$ cat src/rtl/mul16_seq.sv
// Sequential 16x16 -> 32 shift-add multiplier: one add-shift step per clock, 16 steps.
// Define MUL16_SEQ_SIGNED_EN for two's-complement operands (magnitude multiply plus sign fix-up).
module mul16_seq (
  input  logic        clk,
  input  logic        rst,
  input  logic        start,
  input  logic [15:0] a,
  input  logic [15:0] b,
  output logic        busy,
  output logic        done,
  output logic [31:0] product
);

  typedef enum logic [1:0] {
    IDLE = 2'd0,
    RUN  = 2'd1,
    DONE = 2'd2
  } state_t;

  state_t      state_q, state_d;
  logic [15:0] mcand_q, mcand_d;
  logic [15:0] mplier_q, mplier_d;
  logic [15:0] acc_q, acc_d;
  logic [4:0]  cnt_q, cnt_d;
  logic [31:0] product_q, product_d;
  logic        busy_q, busy_d;
  logic        done_q, done_d;

  logic [16:0] sum;
  logic [15:0] a_in;
  logic [15:0] b_in;
  logic [31:0] result;

`ifdef MUL16_SEQ_SIGNED_EN
  logic        sign_q, sign_d;

  // Operands are reduced to magnitudes; 0x8000 maps to itself, which is its correct magnitude.
  always_comb begin
    a_in   = a[15] ? (~a + 16'd1) : a;
    b_in   = b[15] ? (~b + 16'd1) : b;
    result = sign_q ? (~{acc_q, mplier_q} + 32'd1) : {acc_q, mplier_q};
  end
`else
  always_comb begin
    a_in   = a;
    b_in   = b;
    result = {acc_q, mplier_q};
  end
`endif

  always_comb begin
    sum = {1'b0, acc_q} + (mplier_q[0] ? {1'b0, mcand_q} : 17'd0);
  end

  always_comb begin
    state_d   = state_q;
    mcand_d   = mcand_q;
    mplier_d  = mplier_q;
    acc_d     = acc_q;
    cnt_d     = cnt_q;
    product_d = product_q;
    busy_d    = 1'b0;
    done_d    = 1'b0;
`ifdef MUL16_SEQ_SIGNED_EN
    sign_d    = sign_q;
`endif
    case (state_q)
      IDLE, DONE: begin
        if (start) begin
          state_d  = RUN;
          mcand_d  = a_in;
          mplier_d = b_in;
          acc_d    = '0;
          cnt_d    = '0;
          busy_d   = 1'b1;
`ifdef MUL16_SEQ_SIGNED_EN
          sign_d   = a[15] ^ b[15];
`endif
        end else begin
          state_d = IDLE;
        end
      end
      RUN: begin
        if (cnt_q == 5'd16) begin
          state_d   = DONE;
          done_d    = 1'b1;
          product_d = result;
        end else begin
          // Shift the 17-bit sum together with the multiplier so the carry lands in acc[15].
          acc_d    = sum[16:1];
          mplier_d = {sum[0], mplier_q[15:1]};
          cnt_d    = cnt_q + 5'd1;
          busy_d   = 1'b1;
        end
      end
      default: state_d = IDLE;
    endcase
  end

  always_ff @(posedge clk or posedge rst) begin
    if (rst) begin
      state_q   <= IDLE;
      mcand_q   <= '0;
      mplier_q  <= '0;
      acc_q     <= '0;
      cnt_q     <= '0;
      product_q <= '0;
      busy_q    <= 1'b0;
      done_q    <= 1'b0;
`ifdef MUL16_SEQ_SIGNED_EN
      sign_q    <= 1'b0;
`endif
    end else begin
      state_q   <= state_d;
      mcand_q   <= mcand_d;
      mplier_q  <= mplier_d;
      acc_q     <= acc_d;
      cnt_q     <= cnt_d;
      product_q <= product_d;
      busy_q    <= busy_d;
      done_q    <= done_d;
`ifdef MUL16_SEQ_SIGNED_EN
      sign_q    <= sign_d;
`endif
    end
  end

  assign busy    = busy_q;
  assign done    = done_q;
  assign product = product_q;

endmodule

$ cat config.mk
export PLATFORM = sky130hd
export DESIGN_NAME = mul16_seq
export DESIGN_NICKNAME = d
export VERILOG_FILES = /design/src/rtl/mul16_seq.sv
export SDC_FILE = /design/constraint.sdc
export NUM_CORES = 1
export LEC_CHECK = 0
export CELL_PAD_IN_SITES_DETAIL_PLACEMENT = 1
export CELL_PAD_IN_SITES_GLOBAL_PLACEMENT = 1
export CORE_ASPECT_RATIO = 1.25
export CORE_UTILIZATION = 41
export CTS_BUF_LIST = sky130_fd_sc_hd__clkbuf_8 sky130_fd_sc_hd__clkbuf_16
export DETAILED_ROUTE_END_ITERATION = 10
export GPL_TIMING_DRIVEN = 0
export MAX_ROUTING_LAYER = met4
export PLACE_DENSITY_LB_ADDON = 0.12
export SYNTH_ARGS = -nofsm -noshare
export SYNTH_HDL_FRONTEND = slang
export SYNTH_SLANG_ARGS = --single-unit
$ cat constraint.sdc
create_clock -name clk -period 3.5 [get_ports clk]
set_clock_uncertainty 0.2 [all_clocks]
set_input_delay 0.7 -clock clk [delete_from_list [all_inputs] [get_ports clk]]
set_output_delay 0.7 -clock clk [all_outputs]
set_load 0.02 [all_outputs]
; ---- Word level (Yosys, flattened, before mapping)
; Index checks and enable logic that the tools add are counted.
[totals]
output_inout_bits = 34
reg_bits = 89
elab_cells = 40
[op_classes]
reduce_logical = 6
addsub = 2
n_eq_ne = 6
mux = 18
[ops]
columns = operator, n
row1 = two-way mux 16 bit, 5
row2 = case mux 16 bit (2 select lines), 2
row3 = adder 16 x 16 -> 17 bit, 1
row4 = two-way mux 5 bit, 2
row5 = case mux 5 bit (2 select lines), 1
row6 = "!= test 2 bit, second input constant", 3
row7 = "adder 5 x 1 -> 5 bit, second input constant", 1
row8 = "equality test 5 bit, second input constant", 1
row9 = two-way mux 1 bit, 5
row10 = case mux 2 bit (2 select lines), 1
row11 = AND reduction 2 bit, 2
row12 = AND reduction 3 bit, 1
row13 = "equality test 2 x 1 -> 1 bit, second input constant", 1
row14 = "equality test 2 bit, second input constant", 1
row15 = logical NOT 2 bit, 1
row16 = two-way mux 2 bit, 1
row17 = case mux 1 bit (2 select lines), 1
row18 = nonzero test 2 bit, 1
row19 = OR reduction 2 bit, 1

; ---- Logic depth before layout (Yosys ltp)
; Gate-level depths: netlist of the first run.
[logic_depth]
word_depth = 4
depth_mapped = 12
mapped_depth_nobuf = 11

; ---- Worst setup path before layout of the first run
; OpenSTA, ideal clock, no wires.
[synth_path]
path_type = register to register
startpoint = reg mplier_q[0]
endpoint = reg acc_q[11]
setup_ns = 0.132
stages_incl_launch_ff = 13
n_path_buf = 1
arrival_time_ns = 2.293
setup_slack_ns = 0.875
path_cell_list = dfrtp_1 -> clkbuf_1 -> and2_1 -> ha_1 -> inv_1 -> fa_1 -> nor2b_1 -> o2111ai_1 -> a2111o_1 -> nand2_1 -> a21oi_1 -> xor2_1 -> o21ai_1
[synth_via]
elab_chain_len = 4
[synth_rtl]
columns = element, line_no
row1 = from (decl), 22  ; logic [15:0] mplier_q, mplier_d;
row2 = from (signal assigned), 116  ; mplier_q <= mplier_d;
row3 = two-way mux 16 bit, 52  ; sum = {1'b0, acc_q} + (mplier_q[0] ? {1'b0, mcand_q} : 17'd0);
row4 = adder 16 x 16 -> 17 bit, 52
row5 = two-way mux 16 bit, 84  ; if (cnt_q == 5'd16) begin
row6 = case mux 16 bit (2 select lines), 67  ; case (state_q)
row7 = to (signal assigned), 105  ; acc_q <= '0;
row8 = to (signal assigned), 117  ; acc_q <= acc_d;
row9 = to (decl), 23  ; logic [15:0] acc_q, acc_d;
; Every way passes these cells. The select of a mux whose other input is x is not followed.
; A chain may end at the register's enable or synchronous reset.

; ---- Worst setup path in the final report of the first run
; Ends and elaborated chain as after synthesis.

==> results of run 1 <==
power breakdown:
| group | leakage [µW] | switching, µW | internal, µW | total [µW] |
|---|---|---|---|---|
| registers | 0.00110 | 339 | 1520 | 1860 |
| clock network | 0.000147 | 401 | 517 | 919 |
| logic | 0.00144 | 1640 | 1190 | 2830 |
placed cells by master (no fill, tap or decap), drive strengths merged, types with 7 or more instances in the layout:
master,count
nand2,187
nand3,16
o21ai,20
nor2,26
and2,15
clkbuf,30
dfrtp,89
a21oi,9
ha,18
xor2,11
buf,7
inv,12
clkdlybuf4s50,68
a31oi,19
synthesized netlist by cell type, types with 2 or more instances:
cell type,n,share of area
a21o_1,5,0.0086
a21oi_1,8,0.0092
a221o_1,2,0.0046
a221oi_1,2,0.0040
a31oi_1,18,0.026
and2_1,15,0.022
and3_1,2,0.0029
buf_4,2,0.0035
buf_6,2,0.0052
clkbuf_1,19,0.016
dfrtp_1,89,0.51
ha_1,18,0.052
inv_1,11,0.0095
mux2i_1,2,0.0046
nand2_1,186,0.16
nand2b_1,5,0.0072
nand3_1,16,0.018
nand4_1,4,0.0058
nor2_1,25,0.022
nor2b_1,4,0.0058
o21ai_0,7,0.0081
o21ai_1,13,0.015
o22ai_1,2,0.0029
xnor2_1,5,0.010
xor2_1,11,0.022
per-stage QoR:
step / cell area [µm²] / setup slack (ns) / hold WS, ns
floorplan: 4350 / 0.293 / 0.237
global placement: 5190 / -1.16 / 0.256
detailed placement: 5220 / 0.282 / 0.259
CTS: 5500 / 0.250 / 0.275
global route: 5500 / 0.0109 / 0.292
finish: 5500 / 0.259 / 0.272
critical path, delay by kind of cell (launching register included):
kind            cells  cell delay [ns]
compound gates      4             0.71
flops               1             0.51
buf+inv             2             0.45
simple gates        3             0.49
fa+ha+maj           2             0.59
xor+xnor            1             0.15
final timing paths:
path / to / slack [ns] / cells after the start
max: acc_q[11]$_DFFE_PP0P_ / 0.26 / 12
min: mcand_q[6]$_DFFE_PP0P_ / 0.27 / 2
max reg2reg: acc_q[11]$_DFFE_PP0P_ / 0.26 / 12
min reg2reg: mcand_q[6]$_DFFE_PP0P_ / 0.27 / 2
max in group asynchronous: product[7]$_DFFE_PP0P_ / 1.86 / 3
min in group asynchronous: product[21]$_DFFE_PP0P_ / 0.59 / 2
state kept, by name, summed over array words and instances, names as in the netlist:
register / cells
done: 1
cnt_q: 5
mcand_q: 16
product: 32
acc_q: 16
busy: 1
mplier_q: 16
state_q: 2
logic make-up (layout without fill, tap and decap cells):
family / Yosys count / in the layout
AND/OR/NAND/NOR: 260 / 260
flip-flops: 89 / 89
AO/OA/AOI/OAI: 68 / 68
buffers and inverters: 36 / 121
adder cells (fa/ha/maj): 19 / 19
XOR/XNOR: 16 / 16
multiplexers: 2 / 2
final cells by class:
| cell class | count | area, µm² | area share |
|---|---|---|---|
| buffer | 25 | 118 | 0.0214 |
| clock buffer | 11 | 253 | 0.0459 |
| clock inverter | 5 | 31.3 | 0.00568 |
| inverter | 11 | 43.8 | 0.00796 |
| multi-input combinational | 365 | 1960 | 0.356 |
| sequential | 89 | 2230 | 0.405 |
| tap | 129 | 161 | 0.0293 |
| timing repair buffer | 69 | 708 | 0.129 |
layer usage:
metal	GRT usage	share of wire	routed length, µm	vias to the layer above
met2	0.447	0.54	6340	65
li1	-	-	-	1773
met5	-	0	0	-
met3	0.0446	0.033	384	18
met1	0.263	0.40	4710	1847
met4	0.0954	0.027	317	0
==> reports/metrics.yaml, run 1 <==
worst_hold_startpoint: "mcand_q[6]$_DFFE_PP0P_"
period_share: 0.926
yosysSeqAreaShare: 0.512
cts_buffers: 9
cp.required_ns: 3.51
antenna_found_initial: 0
total_power_uw: 5610
antenna_cells: 0
ios: 69
avgRoutedWirePerCell_um: 16.7
dpl.hpwl_mm: 8.90
worstReg2RegStart: "mplier_q[0]$_DFFE_PP0P_"
area_delta_synth_final_pct: 26.6
crit_chain: "clkbuf_1 > and2_1 > ha_1 > inv_1 > fa_1 > nor2b_1 > o2111ai_1 > a2111o_1 > nand2_1 > a21oi_1 > xor2_1 > o21ai_1"
setup_viol: 0
stdcell_count: 704
leakagePower_uw: 0.00269
synth-seq-cells: 89
track_usage: 0.245
core_um2: 10200
drt_iter0_markers: 140
cp-end-kind: "register"
routed_wl_mm: 11.8
die_w_um: 94.1
synth.avg_cell_area_um2: 8.87
hold_viol: 0
final_layout_size_suffix_gt1_frac: 0.0522
grt_pass1_vias: 4003
synth-xor-area-share: 0.0322
post_cts_buffers: 0
grt_pass1_wl_mm: 19.7
vdd_drop_max_v: 0.000476
maxSlewHeadroom: 0.598
numPortBuffers: 68
yosys_most_used_dff: "dfrtp_1"
cpPeakStageDelay_ns: 0.51
fill_cells: 1220
synthArstFlopShare: 1.00
drc_errors: 0
yosys.cell_types.count: 42
viasPerCell: 5.26
worstSetupPathType: "reg -> reg"
critPathSlowestCell: "dfrtp_1"
cts_tree: "built"
hold_buffers: 0
clockBufferDepth: 2
synth_edf_count: 0
rsz0062_at_grt: "false"
synthSimpleGateAreaFrac: 0.249
gp_congestion: 0.875
die_y_um: 117
status: "finished, final reports clean"
synth_area_um2: 4350
synthMuxAreaShare: 0.00460
synthAdderAreaFrac: 0.0564
path_clk_slew_ns: 0.07
path_max_fanout: 10
grt_overflow: 0
power.density_nw_per_um2: 1020
postRouteAntennaNets: 0
synth_compound_area_frac: 0.108
critPathLaunchType: "register"
fmax_mhz: 309
cts.sinks: 89
hold_path.class: "reg -> reg"
h-tree-depth: 3
vias: 3703
dpl.cell_count: 688
synth_nets: 544
layout.nets: 624
yosys_warnings: 0
start_util: 0.426
die_area_um2: 11000
setup-tns-final_ns: 0
slew_viol_final: 0
period_needed_ns: 3.24
crit_arrival_ns: 3.25
cap_violations: 0
startpoint: "mplier_q[0]$_DFFE_PP0P_"
cts_resized: 0
drt_pass1_iterations: 4
clock_latency_ns: 0.34
tightest_slew_ns: 0.603
grt_max_degree: 46
final_util: 0.539
syn_inst: 490
synth_top_family_by_area: "simple AND/OR/NAND/NOR gates"
cts_root_buf: "clkbuf_16"
rows: 41
Power figures use the tool's default switching activity.
==> run 2, diff against run 1 <==
- CELL_PAD_IN_SITES_DETAIL_PLACEMENT: 1 -> unset
- CELL_PAD_IN_SITES_GLOBAL_PLACEMENT: 1 -> unset
- CORE_UTILIZATION: 41 -> 50
==> run 2 against run 1 <==
Against the previous run:
- sequential power about the same
- worst setup slack improved by 0.12 ns
- wire length decreased by 11%
- fmax increased by 3.7%
- combinational power decreased by 2%
- worst hold slack improved by 0.0030 ns
- total power decreased by 3.8%
- cell count decreased by 4.7%
- register-to-register slack improved by 0.12 ns
- clock power decreased by 16%
- sequential share of layout area increased by 0.86 points
==> reports/metrics.yaml, run 2 (synthesis results as in run 1) <==
avgRoutedWirePerCell_um: 15.5
setup_viol: 0
cp.required_ns: 3.55
tightest_slew_ns: 0.548
fin_ws_ns: 0.375
cp_top_family: "compound AO/OA/AOI/OAI gates"
final_cell_area_um2: 5390
leakagePower_uw: 0.00265
pre_cts_ws_ns: 0.374
h-tree-depth: 3
grt_pass1_wl_mm: 17.2
drt_iter0_markers: 148
dpl.hpwl_mm: 7.70
final_cell_mix: "nand2_1 (186), dfrtp_1 (89), clkdlybuf4s50_1 (68)"
dpl_cell_area_um2: 5180
layout_commonest_cell: "nand2_1"
layout.nets: 624
maxSlewHeadroom: 0.634
cts_buffers: 9
power.density_nw_per_um2: 1000
track_usage: 0.255
postRouteAntennaNets: 0
rows: 37
slew_viol_final: 0
cp_num_buf_inv: 1
period_needed_ns: 3.13
viasPerCell: 5.39
path_clk_slew_ns: 0.08
routed_wl_mm: 10.4
total_power_uw: 5400
grt_pass1_vias: 3607
critPathSlowestCell: "dfrtp_1"
critPathLaunchType: "register"
core_um2: 8330
vdd_drop_max_v: 0.000554
hold_path.class: "reg -> reg"
status: "finished, final reports clean"
cp-end-kind: "register"
hold_viol: 0
cts_tree: "built"
ios: 69
drc_errors: 0
numPortBuffers: 68
worstSetupPathType: "reg -> reg"
die_y_um: 106
path_max_fanout: 10
clock_latency_ns: 0.37
period_share: 0.893
final_layout_size_suffix_gt1_frac: 0.0505
cap_violations: 0
grt_overflow: 0
rrSetupSlack_ns: 0.37
crit_chain: "clkbuf_1 > and2_1 > ha_1 > a21o_1 > a311oi_2 > o41ai_4 > a31oi_2 > xor2_1 > o22ai_1"
start_util: 0.522
antenna_found_initial: 0
largest_reg_flops: 32
antenna_cells: 0
rsz0062_at_grt: "false"
die_w_um: 85.4
die_area_um2: 9080
area_delta_synth_final_pct: 23.9
cts.sinks: 89
drt_pass1_iterations: 4
gp_congestion: 0.867
post_cts_buffers: 0
vias: 3618
clockBufferDepth: 2
cts_resized: 0
cpPeakStageDelay_ns: 0.48
fmax_mhz: 320
crit_arrival_ns: 3.17
grt_max_degree: 68
cts_root_buf: "clkbuf_8"
hold_buffers: 0
[run 2: final cells by class]
type | count | area, µm²
inverters | 11 | 43.8
clock inverters | 6 | 85.1
clock buffers | 9 | 124
multi-input cells | 365 | 1960
plain buffers | 25 | 118
fillers | 725 | 2940
repair buffers | 69 | 708
flip-flops and latches | 89 | 2230
well taps | 97 | 121
[run 2: per-stage QoR]
| stage | hold slack (ns) | std cells | TNS (ns) | utilization |
|---|---|---|---|---|
| finish | 0.275 | 671 | 0 | 0.647 |
| global route | 0.311 | 671 | 0 | 0.647 |
| CTS | 0.279 | 671 | 0 | 0.647 |
| detailed placement | 0.259 | 656 | 0 | 0.622 |
| global placement | 0.257 | 655 | -96.32 | 0.618 |
| floorplan | 0.237 | 490 | 0 | - |
[run 2: final timing paths]
kind / start / end / depth (start not counted)
max reg2reg: mplier_q[0]$_DFFE_PP0P_ / acc_q[14]$_DFFE_PP0P_ / 9
min: mcand_q[14]$_DFFE_PP0P_ / mcand_q[14]$_DFFE_PP0P_ / 2
min reg2reg: mcand_q[14]$_DFFE_PP0P_ / mcand_q[14]$_DFFE_PP0P_ / 2
max in group asynchronous: rst / mplier_q[14]$_DFFE_PP0P_ / 3
min in group asynchronous: rst / product[21]$_DFFE_PP0P_ / 2
max: mplier_q[0]$_DFFE_PP0P_ / acc_q[14]$_DFFE_PP0P_ / 9
[run 2: worst reg2reg max path: cells and delay by family (launching register included)]
| family | cells | cell delay [ns] |
|---|---|---|
| AOI/OAI and AO/OA | 5 | 1.18 |
| DFF | 1 | 0.48 |
| buffers and inverters | 1 | 0.36 |
| adders and majority gates | 1 | 0.32 |
| and+or+nand+nor | 1 | 0.25 |
| xor gates and xnor gates | 1 | 0.22 |
[run 2: per-layer routing]
layer	up-vias	global-route usage	share of wire
met1	1754	0.290	0.42
li1	1774	-	-
met4	0	0.111	0.032
met5	-	-	0
met2	69	0.442	0.52
met3	21	0.0419	0.027
[run 2: report_power, final]
part           internal [µW]  total (µW)  leakage [µW]  switching [µW]
Combinational           1190        2780       0.00144            1600
Sequential              1520        1840       0.00110             324
Clock                    396         772      0.000106             376
==> run 3, diff against run 2 <==
- CAP_MARGIN: unset -> 15
==> results of run 3 <==
The final DEF is identical to that of run 2; final timing and power are the same.
